`config.mk`:
```
export PLATFORM = sky130hd
export DESIGN_NAME = color_generator_flat
export DESIGN_NICKNAME = d
export VERILOG_FILES = /design/src/rtl/color_pkg.sv /design/src/rtl/color_generator_if.sv /design/src/rtl/hue_to_rgb332.sv /design/src/rtl/color_generator.sv /design/src/flat_wrapper.sv
export SDC_FILE = /design/constraint.sdc
export NUM_CORES = 1
export LEC_CHECK = 0
export CAP_MARGIN = 20
export CORE_MARGIN = 3
export CORE_UTILIZATION = 35
export CTS_CLUSTER_DIAMETER = 200
export DETAILED_ROUTE_END_ITERATION = 10
export PLACE_DENSITY = 0.6
export SLEW_MARGIN = 10
export SYNTH_ARGS = -nofsm -noshare
export SYNTH_HDL_FRONTEND = slang
export SYNTH_HIERARCHICAL = 1
export SYNTH_SLANG_ARGS = --single-unit
```
`constraint.sdc`:
```
create_clock -name clock -period 4.5 [get_ports clock]
set_input_delay 0.9 -clock clock [delete_from_list [all_inputs] [get_ports clock]]
set_output_delay 0.9 -clock clock [all_outputs]
set_load 0.02 [all_outputs]
```
`src/rtl/color_pkg.sv`:
```
// Shared constants for the animated colour-wheel block generator.
// Latency: n/a (declarations only).
// Backpressure: n/a (declarations only).
//
// Holds the grid geometry, hue-wheel length, RGB332 field positions and
// the reserved colour codes used by color_generator and its testbench.
package color_pkg;

    // Grid geometry in blocks; rows at or beyond GRID_Y are off-screen.
    localparam int GRID_X    = 32;
    localparam int GRID_Y    = 24;

    // Hue wheel: 6 segments of 8 steps each.
    localparam int HUE_STEPS = 48;

    // RGB332 field positions inside the 8-bit colour word.
    localparam int R_MSB = 7;
    localparam int R_LSB = 5;
    localparam int G_MSB = 4;
    localparam int G_LSB = 2;
    localparam int B_MSB = 1;
    localparam int B_LSB = 0;

    // 8'hFF marks an empty cell elsewhere in the display path, so the wheel
    // never produces it; 8'h00 is reserved for off-screen rows and reset.
    localparam logic [7:0] COLOR_EMPTY = 8'hFF;
    localparam logic [7:0] COLOR_BLACK = 8'h00;

endpackage

```
`src/rtl/color_generator_if.sv`:
```
// Pixel-request / colour-response bundle for color_generator.
// Latency: n/a (wiring only).
// Backpressure: none; the generator accepts an index every cycle.
//
// Signals:
//   x_index [4:0] - block column of the pixel being drawn
//   y_index [4:0] - block row of the pixel being drawn
//   advance       - level-sampled animation step request
//   color   [7:0] - registered RGB332 colour (R[7:5] G[4:2] B[1:0])
interface color_generator_if;

    logic [4:0] x_index;
    logic [4:0] y_index;
    logic       advance;
    logic [7:0] color;

    // The pixel pipeline drives indices and advance, the generator returns colour.
    modport master (
        output x_index,
        output y_index,
        output advance,
        input  color
    );

    modport slave (
        input  x_index,
        input  y_index,
        input  advance,
        output color
    );

endinterface

```
`src/rtl/hue_to_rgb332.sv`:
```
// Maps a 6-bit hue (0..47) onto a saturated RGB332 colour.
// Latency: 0 cycles (purely combinational).
// Backpressure: none.
//
// Ports:
//   h   [5:0] - hue position on the 48-step wheel
//   rgb [7:0] - RGB332 colour for that hue
module hue_to_rgb332
    import color_pkg::*;
(
    input  logic [5:0] h,
    output logic [7:0] rgb
);

    logic [2:0] w_seg;
    logic [2:0] w_frac;
    logic [2:0] w_frac_inv;
    logic [2:0] w_r;
    logic [2:0] w_g;
    logic [1:0] w_b;

    // Segments are 8 steps long, so h/8 and h%8 are plain bit slices.
    assign w_seg      = h[5:3];
    assign w_frac     = h[2:0];
    assign w_frac_inv = 3'd7 - w_frac;

    // Each segment holds one channel at full scale and ramps another, so the
    // result can never be all-zero or all-ones for hues 0..47. Blue has only
    // two bits, hence its ramps drop the fraction's LSB and full scale is 3.
    always_comb begin
        w_r = 3'd0;
        w_g = 3'd0;
        w_b = 2'd0;
        unique case (w_seg)
            3'd0: begin w_r = 3'd7;       w_g = w_frac;     w_b = 2'd0;            end
            3'd1: begin w_r = w_frac_inv; w_g = 3'd7;       w_b = 2'd0;            end
            3'd2: begin w_r = 3'd0;       w_g = 3'd7;       w_b = w_frac[2:1];     end
            3'd3: begin w_r = 3'd0;       w_g = w_frac_inv; w_b = 2'd3;            end
            3'd4: begin w_r = w_frac;     w_g = 3'd0;       w_b = 2'd3;            end
            3'd5: begin w_r = 3'd7;       w_g = 3'd0;       w_b = w_frac_inv[2:1]; end
            // Hues 48..63 cannot reach here from the top level; emit black.
            default: begin w_r = 3'd0;    w_g = 3'd0;       w_b = 2'd0;            end
        endcase
    end

    always_comb begin
        rgb               = COLOR_BLACK;
        rgb[R_MSB:R_LSB]  = w_r;
        rgb[G_MSB:G_LSB]  = w_g;
        rgb[B_MSB:B_LSB]  = w_b;
    end

endmodule

```
`src/rtl/color_generator.sv`:
```
// Animated diagonal colour-wheel generator: colour = wheel(x + y + phase).
// Latency: 1 cycle from x_index/y_index/phase to color.
// Backpressure: none; a new index is accepted and a colour produced every cycle.
//
// Ports:
//   clock   - single clock, rising edge
//   reset_n - asynchronous active-low reset (phase=0, color=8'h00)
//   bus     - slave side of color_generator_if (x_index, y_index, advance in;
//             color out)
module color_generator
    import color_pkg::*;
#(
    parameter int GRID_X    = color_pkg::GRID_X,
    parameter int GRID_Y    = color_pkg::GRID_Y,
    parameter int HUE_STEPS = color_pkg::HUE_STEPS
)
(
    input  logic                clock,
    input  logic                reset_n,
    color_generator_if.slave    bus
);

    logic [5:0] r_phase;
    logic [7:0] r_color;

    logic [6:0] w_sum;
    logic [5:0] w_hue;
    logic       w_in_range;
    logic [7:0] w_rgb;

    // 7-bit sum cannot overflow: worst case 31 + 31 + 47 = 109.
    assign w_sum = 7'(bus.x_index) + 7'(bus.y_index) + 7'(r_phase);
    assign w_hue = 6'(w_sum % 7'(HUE_STEPS));

    // Indices are zero-extended so a full 32-wide/32-tall grid still compares
    // correctly against the 6-bit limit.
    assign w_in_range = ({1'b0, bus.x_index} < 6'(GRID_X)) &&
                        ({1'b0, bus.y_index} < 6'(GRID_Y));

    hue_to_rgb332 u_hue_to_rgb332 (
        .h   (w_hue),
        .rgb (w_rgb)
    );

    // The colour register samples the hue built from the current phase, so an
    // advance on the same edge only affects the following pixel.
    always_ff @(posedge clock or negedge reset_n) begin
        if (!reset_n) begin
            r_phase <= '0;
            r_color <= COLOR_BLACK;
        end else begin
            if (bus.advance) begin
                if (r_phase == 6'(HUE_STEPS - 1)) begin
                    r_phase <= '0;
                end else begin
                    r_phase <= r_phase + 6'd1;
                end
            end
            r_color <= w_in_range ? w_rgb : COLOR_BLACK;
        end
    end

    assign bus.color = r_color;

endmodule

```
`src/flat_wrapper.sv`:
```
// flat-port wrapper written by rule: the top's interface ports become plain ports
module color_generator_flat import color_pkg::*;
#(
    parameter int GRID_X    = color_pkg::GRID_X,
    parameter int GRID_Y    = color_pkg::GRID_Y,
    parameter int HUE_STEPS = color_pkg::HUE_STEPS
)
  (clock, reset_n, bus_x_index, bus_y_index, bus_advance, bus_color);
  color_generator_if bus_i ();
  input  logic clock;
  input  logic reset_n;
  input wire logic [$bits(bus_i.x_index)-1:0] bus_x_index;
  input wire logic [$bits(bus_i.y_index)-1:0] bus_y_index;
  input wire logic [$bits(bus_i.advance)-1:0] bus_advance;
  output wire logic [$bits(bus_i.color)-1:0] bus_color;
  assign bus_i.x_index = bus_x_index;
  assign bus_i.y_index = bus_y_index;
  assign bus_i.advance = bus_advance;
  assign bus_color = bus_i.color;
  color_generator #(.GRID_X(GRID_X), .GRID_Y(GRID_Y), .HUE_STEPS(HUE_STEPS)) u_core (.clock(clock), .reset_n(reset_n), .bus(bus_i));
endmodule
```
== Word-level counts from Yosys, hierarchy flattened ==
Cells that the tools add are included.

* Register bits: 14
* Bits of input ports: 13
* Word-level logic and storage cells: 23

* Add/sub/neg operators: 4
* Div/mod/pow operators: 1
* Order comparisons: 1
* Equal/unequal tests: 6
* Muxes and demuxes: 5
* Reduce and logical (&&, ||, !) cells: 4

{| class="wikitable"
|+ Operators by type and width
! cell !! count
|-
| $pmux 3 s3 || 2
|-
| $mux 8 || 1
|-
| $add 7x6->7 || 1
|-
| $mod 7x6->7 const B || 1
|-
| $add 5x5->6 || 1
|-
| $add 6x1->6 const B || 1
|-
| $eq 3x2->1 const B || 2
|-
| $eq 3x3->1 const B || 2
|-
| $eq 6x6->1 const B || 1
|-
| $mux 6 || 1
|-
| $pmux 2 s3 || 1
|-
| $reduce_or 2->1 || 3
|-
| $lt 5x5->1 const B || 1
|-
| $eq 3x1->1 const B || 1
|-
| $logic_not 3->1 || 1
|-
| $sub 3x3->3 const A || 1
|}

== Depth between registers and ports, before layout ==
* Depth in word-level cells: 7
* Mapped depth: 14
* Gate-level depth less buffers: 13

== Modules after synthesis ==
The synthesis kept the hierarchy.

{| class="wikitable"
|+ By module, submodules not included
! module !! instances !! cells each !! area an instance (µm²)
|-
| color_generator || 1 || 90 || 930.9
|-
| hue_to_rgb332 || 1 || 24 || 175.2
|}

== Worst setup path after synthesis ==
No wires, ideal clock.

* Path type: input-to-reg
* Start: input port bus_x_index[1]
* End: register u_core.r_color[6] (netlist: u_core/bus.color[6])
* Library setup time: 0.119 ns
* Arrival: 3.652 ns
* Data required time: 4.381 ns
* Setup slack: 0.729 ns
* Cell stages on the path: 11
* Path through: fa_1 > ha_1 > inv_1 > fa_1 > nand2b_1 > a211oi_1 > a22oi_1 > o32ai_1 > nor3b_1 > a211oi_1 > and2_1

* Word-level cells in the longest chain between the ends: 7
* Elaborated cells on any way between the ends: 11

{| class="wikitable"
|+ RTL lines
! item !! line !! text
|-
| start, declared || flat_wrapper.sv:12 || <nowiki>input wire logic [$bits(bus_i.x_index)-1:0] bus_x_index;</nowiki>
|-
| $add 5x5->6 * || color_generator.sv:32 || <nowiki>assign w_sum = 7'(bus.x_index) + 7'(bus.y_index) + 7'(r_phase);</nowiki>
|-
| $add 7x6->7 * || color_generator.sv:32 ||
|-
| $mod 7x6->7 * || color_generator.sv:33 || <nowiki>assign w_hue = 6'(w_sum % 7'(HUE_STEPS));</nowiki>
|-
| net u_core.w_hue[5] || color_generator.sv:27 || <nowiki>logic [5:0] w_hue;</nowiki>
|-
| $eq 3x3->1 / $logic_not 3->1 (equally long branches) || hue_to_rgb332.sv:34 || <nowiki>unique case (w_seg)</nowiki>
|-
| $reduce_or 2->1 (no source line) || - ||
|-
| $pmux 3 s3 * || hue_to_rgb332.sv:34 ||
|-
| net u_core.w_rgb[6] || color_generator.sv:29 || <nowiki>logic [7:0] w_rgb;</nowiki>
|-
| $mux 8 * || color_generator.sv:59 || <nowiki>r_color <= w_in_range ? w_rgb : COLOR_BLACK;</nowiki>
|-
| end signal, assigned || color_generator.sv:59 ||
|-
| end, declared || color_generator.sv:24 || <nowiki>logic [7:0] r_color;</nowiki>
|}

Mark *: on every way through the listed nets, which the timed path passes. The rest lies on a longest branch.
A chain may end at the register's enable or synchronous reset.

== Final worst setup path ==
* Start: input port bus_x_index[1]
* End: register u_core.r_color[3] (netlist: u_core/bus.color[3])

* Word-level cells in the longest chain between the ends: 7
* Elaborated cells on any way between the ends: 11

{| class="wikitable"
|+ RTL lines
! item !! line
|-
| $add 5x5->6 * || color_generator.sv:32
|-
| $add 7x6->7 * || color_generator.sv:32
|-
| $mod 7x6->7 * || color_generator.sv:33
|-
| net u_core.w_hue[4] || color_generator.sv:27
|-
| $eq 3x2->1 / $eq 3x1->1 (equally long branches) || hue_to_rgb332.sv:34
|-
| $reduce_or 2->1 (no source line) || -
|-
| $pmux 3 s3 * || hue_to_rgb332.sv:34
|-
| net u_core.w_rgb[3] || color_generator.sv:29
|-
| $mux 8 * || color_generator.sv:59
|}

Marks and branches as above.

==> impl_metrics.yaml <==
global_routing:
  antenna_found_initial: 0
  grt_max_degree: 15
  overflow: 0
  first_global_vias: 859
  grt.total_usage: 0.1229
  grt_pass1_wl_mm: 3.905
clocking:
  root_buffer: "clkbuf_4"
  tritoncts: "built"
  cts_max_path_buffers: 2
  h-tree-depth: 1
  path_clk_slew_ns: 0.09
  cts_buffers: 3
  ctsHoldBuffers: 0
  insertion_delay_ns: 0.28
  clkSinkCount: 14
floorplan:
  num_rows: 19
  num_io_pins: 21
  die_h_um: 62.22
  die_area_um2: 3871
  start_util: 0.3845
  die_w_um: 62.22
  coreArea_um2: 2877
timing:
  finalSetupTns_ns: 0
  grt_setup_unrepaired: "false"
  fmax_ghz: 0.2477
  period_share: 0.8973
  setup_violations: 0
  finalCriticalPeriod_ns: 4.038
  finalHoldViolCount: 0
  worst_slew_pin_slew_ns: 0.6339
  maxSlewViolCount: 0
  maxSlewHeadroom: 0.5761
  finalClockSkew_ns: 0.006204
synth:
  ys.warnings.count: 6
  ys_seq_area_frac: 0.3167
  synth_area_leader_cell: "dfrtp_1"
  synth_ff_type: "dfrtp_1"
  synth_top_area_frac: 0.3167
  synthTopCellsByArea: "dfrtp_1 (32%), fa_1 (11%), ha_1 (6.8%)"
  synth_cells: 114
  ys_ff_latch: 14
  async_flop_share: 1.000
  post_synth.cell_area_avg_um2: 9.702
  syn_area_um2: 1106
  synth.distinct_cells: 34
  synth-edff-count: 0
  syn_nets: 139
layout:
  drive_gt1_frac: 0.1087
  diodes: 0
  final_nets: 164
  final_cell_mix: "clkdlybuf4s50_1 (20), dfrtp_1 (14), inv_1 (12)"
  fillCellCount: 268
  area_growth_pct: 26.02
  layout_commonest_cell: "clkdlybuf4s50_1"
critical_path:
  critPathMaxFanout: 10
  critPathMostFrequentCell: "fa_1"
  worstSetupStartpoint: "bus_x_index[1]"
  cp_data_required_time_ns: 4.67
  critPathSlowestCell: "fa_1"
  cp_top_family: "compound AO/OA/AOI/OAI gates"
  cp_cell_sequence: "clkdlybuf4s50_1, fa_1, ha_1, inv_1, fa_1, nand2b_1, a2111oi_0, a2111oi_1, o22ai_2, and2_4, a211oi_1, and2_1"
  cp-end-kind: "register"
  cp_slowest_stage_delay_ns: 0.55
  path_class: "input pin to register"
  cp.buffers_inverters: 2
  worstPathArrival_ns: 4.21
  cp-start-kind: "input pin"
  r2r-start: "u_core/r_phase[1]"
placement:
  gp_congestion: 1.005
  port_buffers: 20
  dpl.hpwl_mm: 1.747
drt:
  viasPerCell: 4.928
  drc: 0
  dr.first_iter.drc_count: 32
  ant_nets: 0
  dr.pass1.iters: 6
  wl_mm: 2.204
  vias: 887
  post_drt_wl_per_cell_um: 12.24
worst_hold_path:
  hp-class: "register to register"
  holdCritStartpoint: "u_core/r_phase[2]"
job:
  cap_violations: 0
outcome:
  status: "complete, no violations"
==> layer usage <==
metal / up-vias / part of all wire / wire length, um / GRT usage
met5: - / 0 / 0 / 0
met4: 0 / 0.0091 / 20 / 0.05801
met3: 2 / 0.048 / 106 / 0.01802
met2: 25 / 0.45 / 993 / 0.1815
met1: 408 / 0.49 / 1083 / 0.1761
li1: 452 / - / - / -
==> kinds of logic after synthesis <==
group,after synthesis,share of synthesized area
muxes,1,0.01018
adders and majority gates,12,0.1765
DFF,14,0.3167
AOI/OAI and AO/OA,24,0.1640
xor gates and xnor gates,6,0.04752
buffers and inverters,14,0.06108
and+or+nand+nor,43,0.2240
==> cell usage after synthesis (2+ instances only) <==
cell type	number
xnor2_1	3
o22ai_1	3
nor3_1	4
a21oi_1	3
buf_6	2
a211oi_1	7
nand2_1	3
xor2_1	3
nor2_1	9
inv_1	12
fa_1	6
and2_4	2
nand2b_1	3
dfrtp_1	14
and2_1	9
nand3_1	2
nor3b_1	4
a21o_1	2
nand4_1	2
ha_1	6
and3_1	2
==> path summary, 6_finish.rpt <==
check / endpoint / slack, ns / depth (start not counted)
max in group asynchronous: u_core/bus.color[0] / 3.08 / 1
min in group asynchronous: u_core/r_phase[3] / 1.01 / 1
setup reg to reg: u_core/bus.color[3] / 1.15 / 11
hold reg to reg: u_core/r_phase[2] / 0.57 / 1
setup / recovery: u_core/bus.color[3] / 0.46 / 12
hold / removal: u_core/r_phase[2] / 0.57 / 1
==> stage by stage <==
stage	hold slack (ns)	setup slack, ns	utilization	area, um2	instances
after floorplan	0.5191	0.7294	-	1106	114
after global placement	0.5574	0.1808	0.4698	1351	176
after detailed placement	0.5633	0.009721	0.4698	1351	176
after CTS	0.5780	0.2752	0.4824	1388	180
after global routing	0.6269	0.1858	0.4846	1394	180
final	0.5723	0.4623	0.4846	1394	180
==> cell type report <==
type	instances	area [um2]	area share
clock buffer	4	36.28	0.02603
timing repair buffer	22	215.2	0.1544
inverter	12	45.04	0.03232
tap	42	52.55	0.03770
sequential	14	350.3	0.2513
multi-input combinational	86	694.4	0.4982
==> sequential cells by signal, indices dropped and copies added (netlist names) <==
name              count
u_core/bus.color      8
u_core/r_phase        6
==> repair_timing <==
item,4_1_cts,5_1_grt
buffers inserted,0,0
endpoints found under the setup margin,0,3
resized for setup,0,1
Power is left out: the tool's default activity adds up to more than one toggle a clock period on the data nets, which glitch-free logic cannot reach.
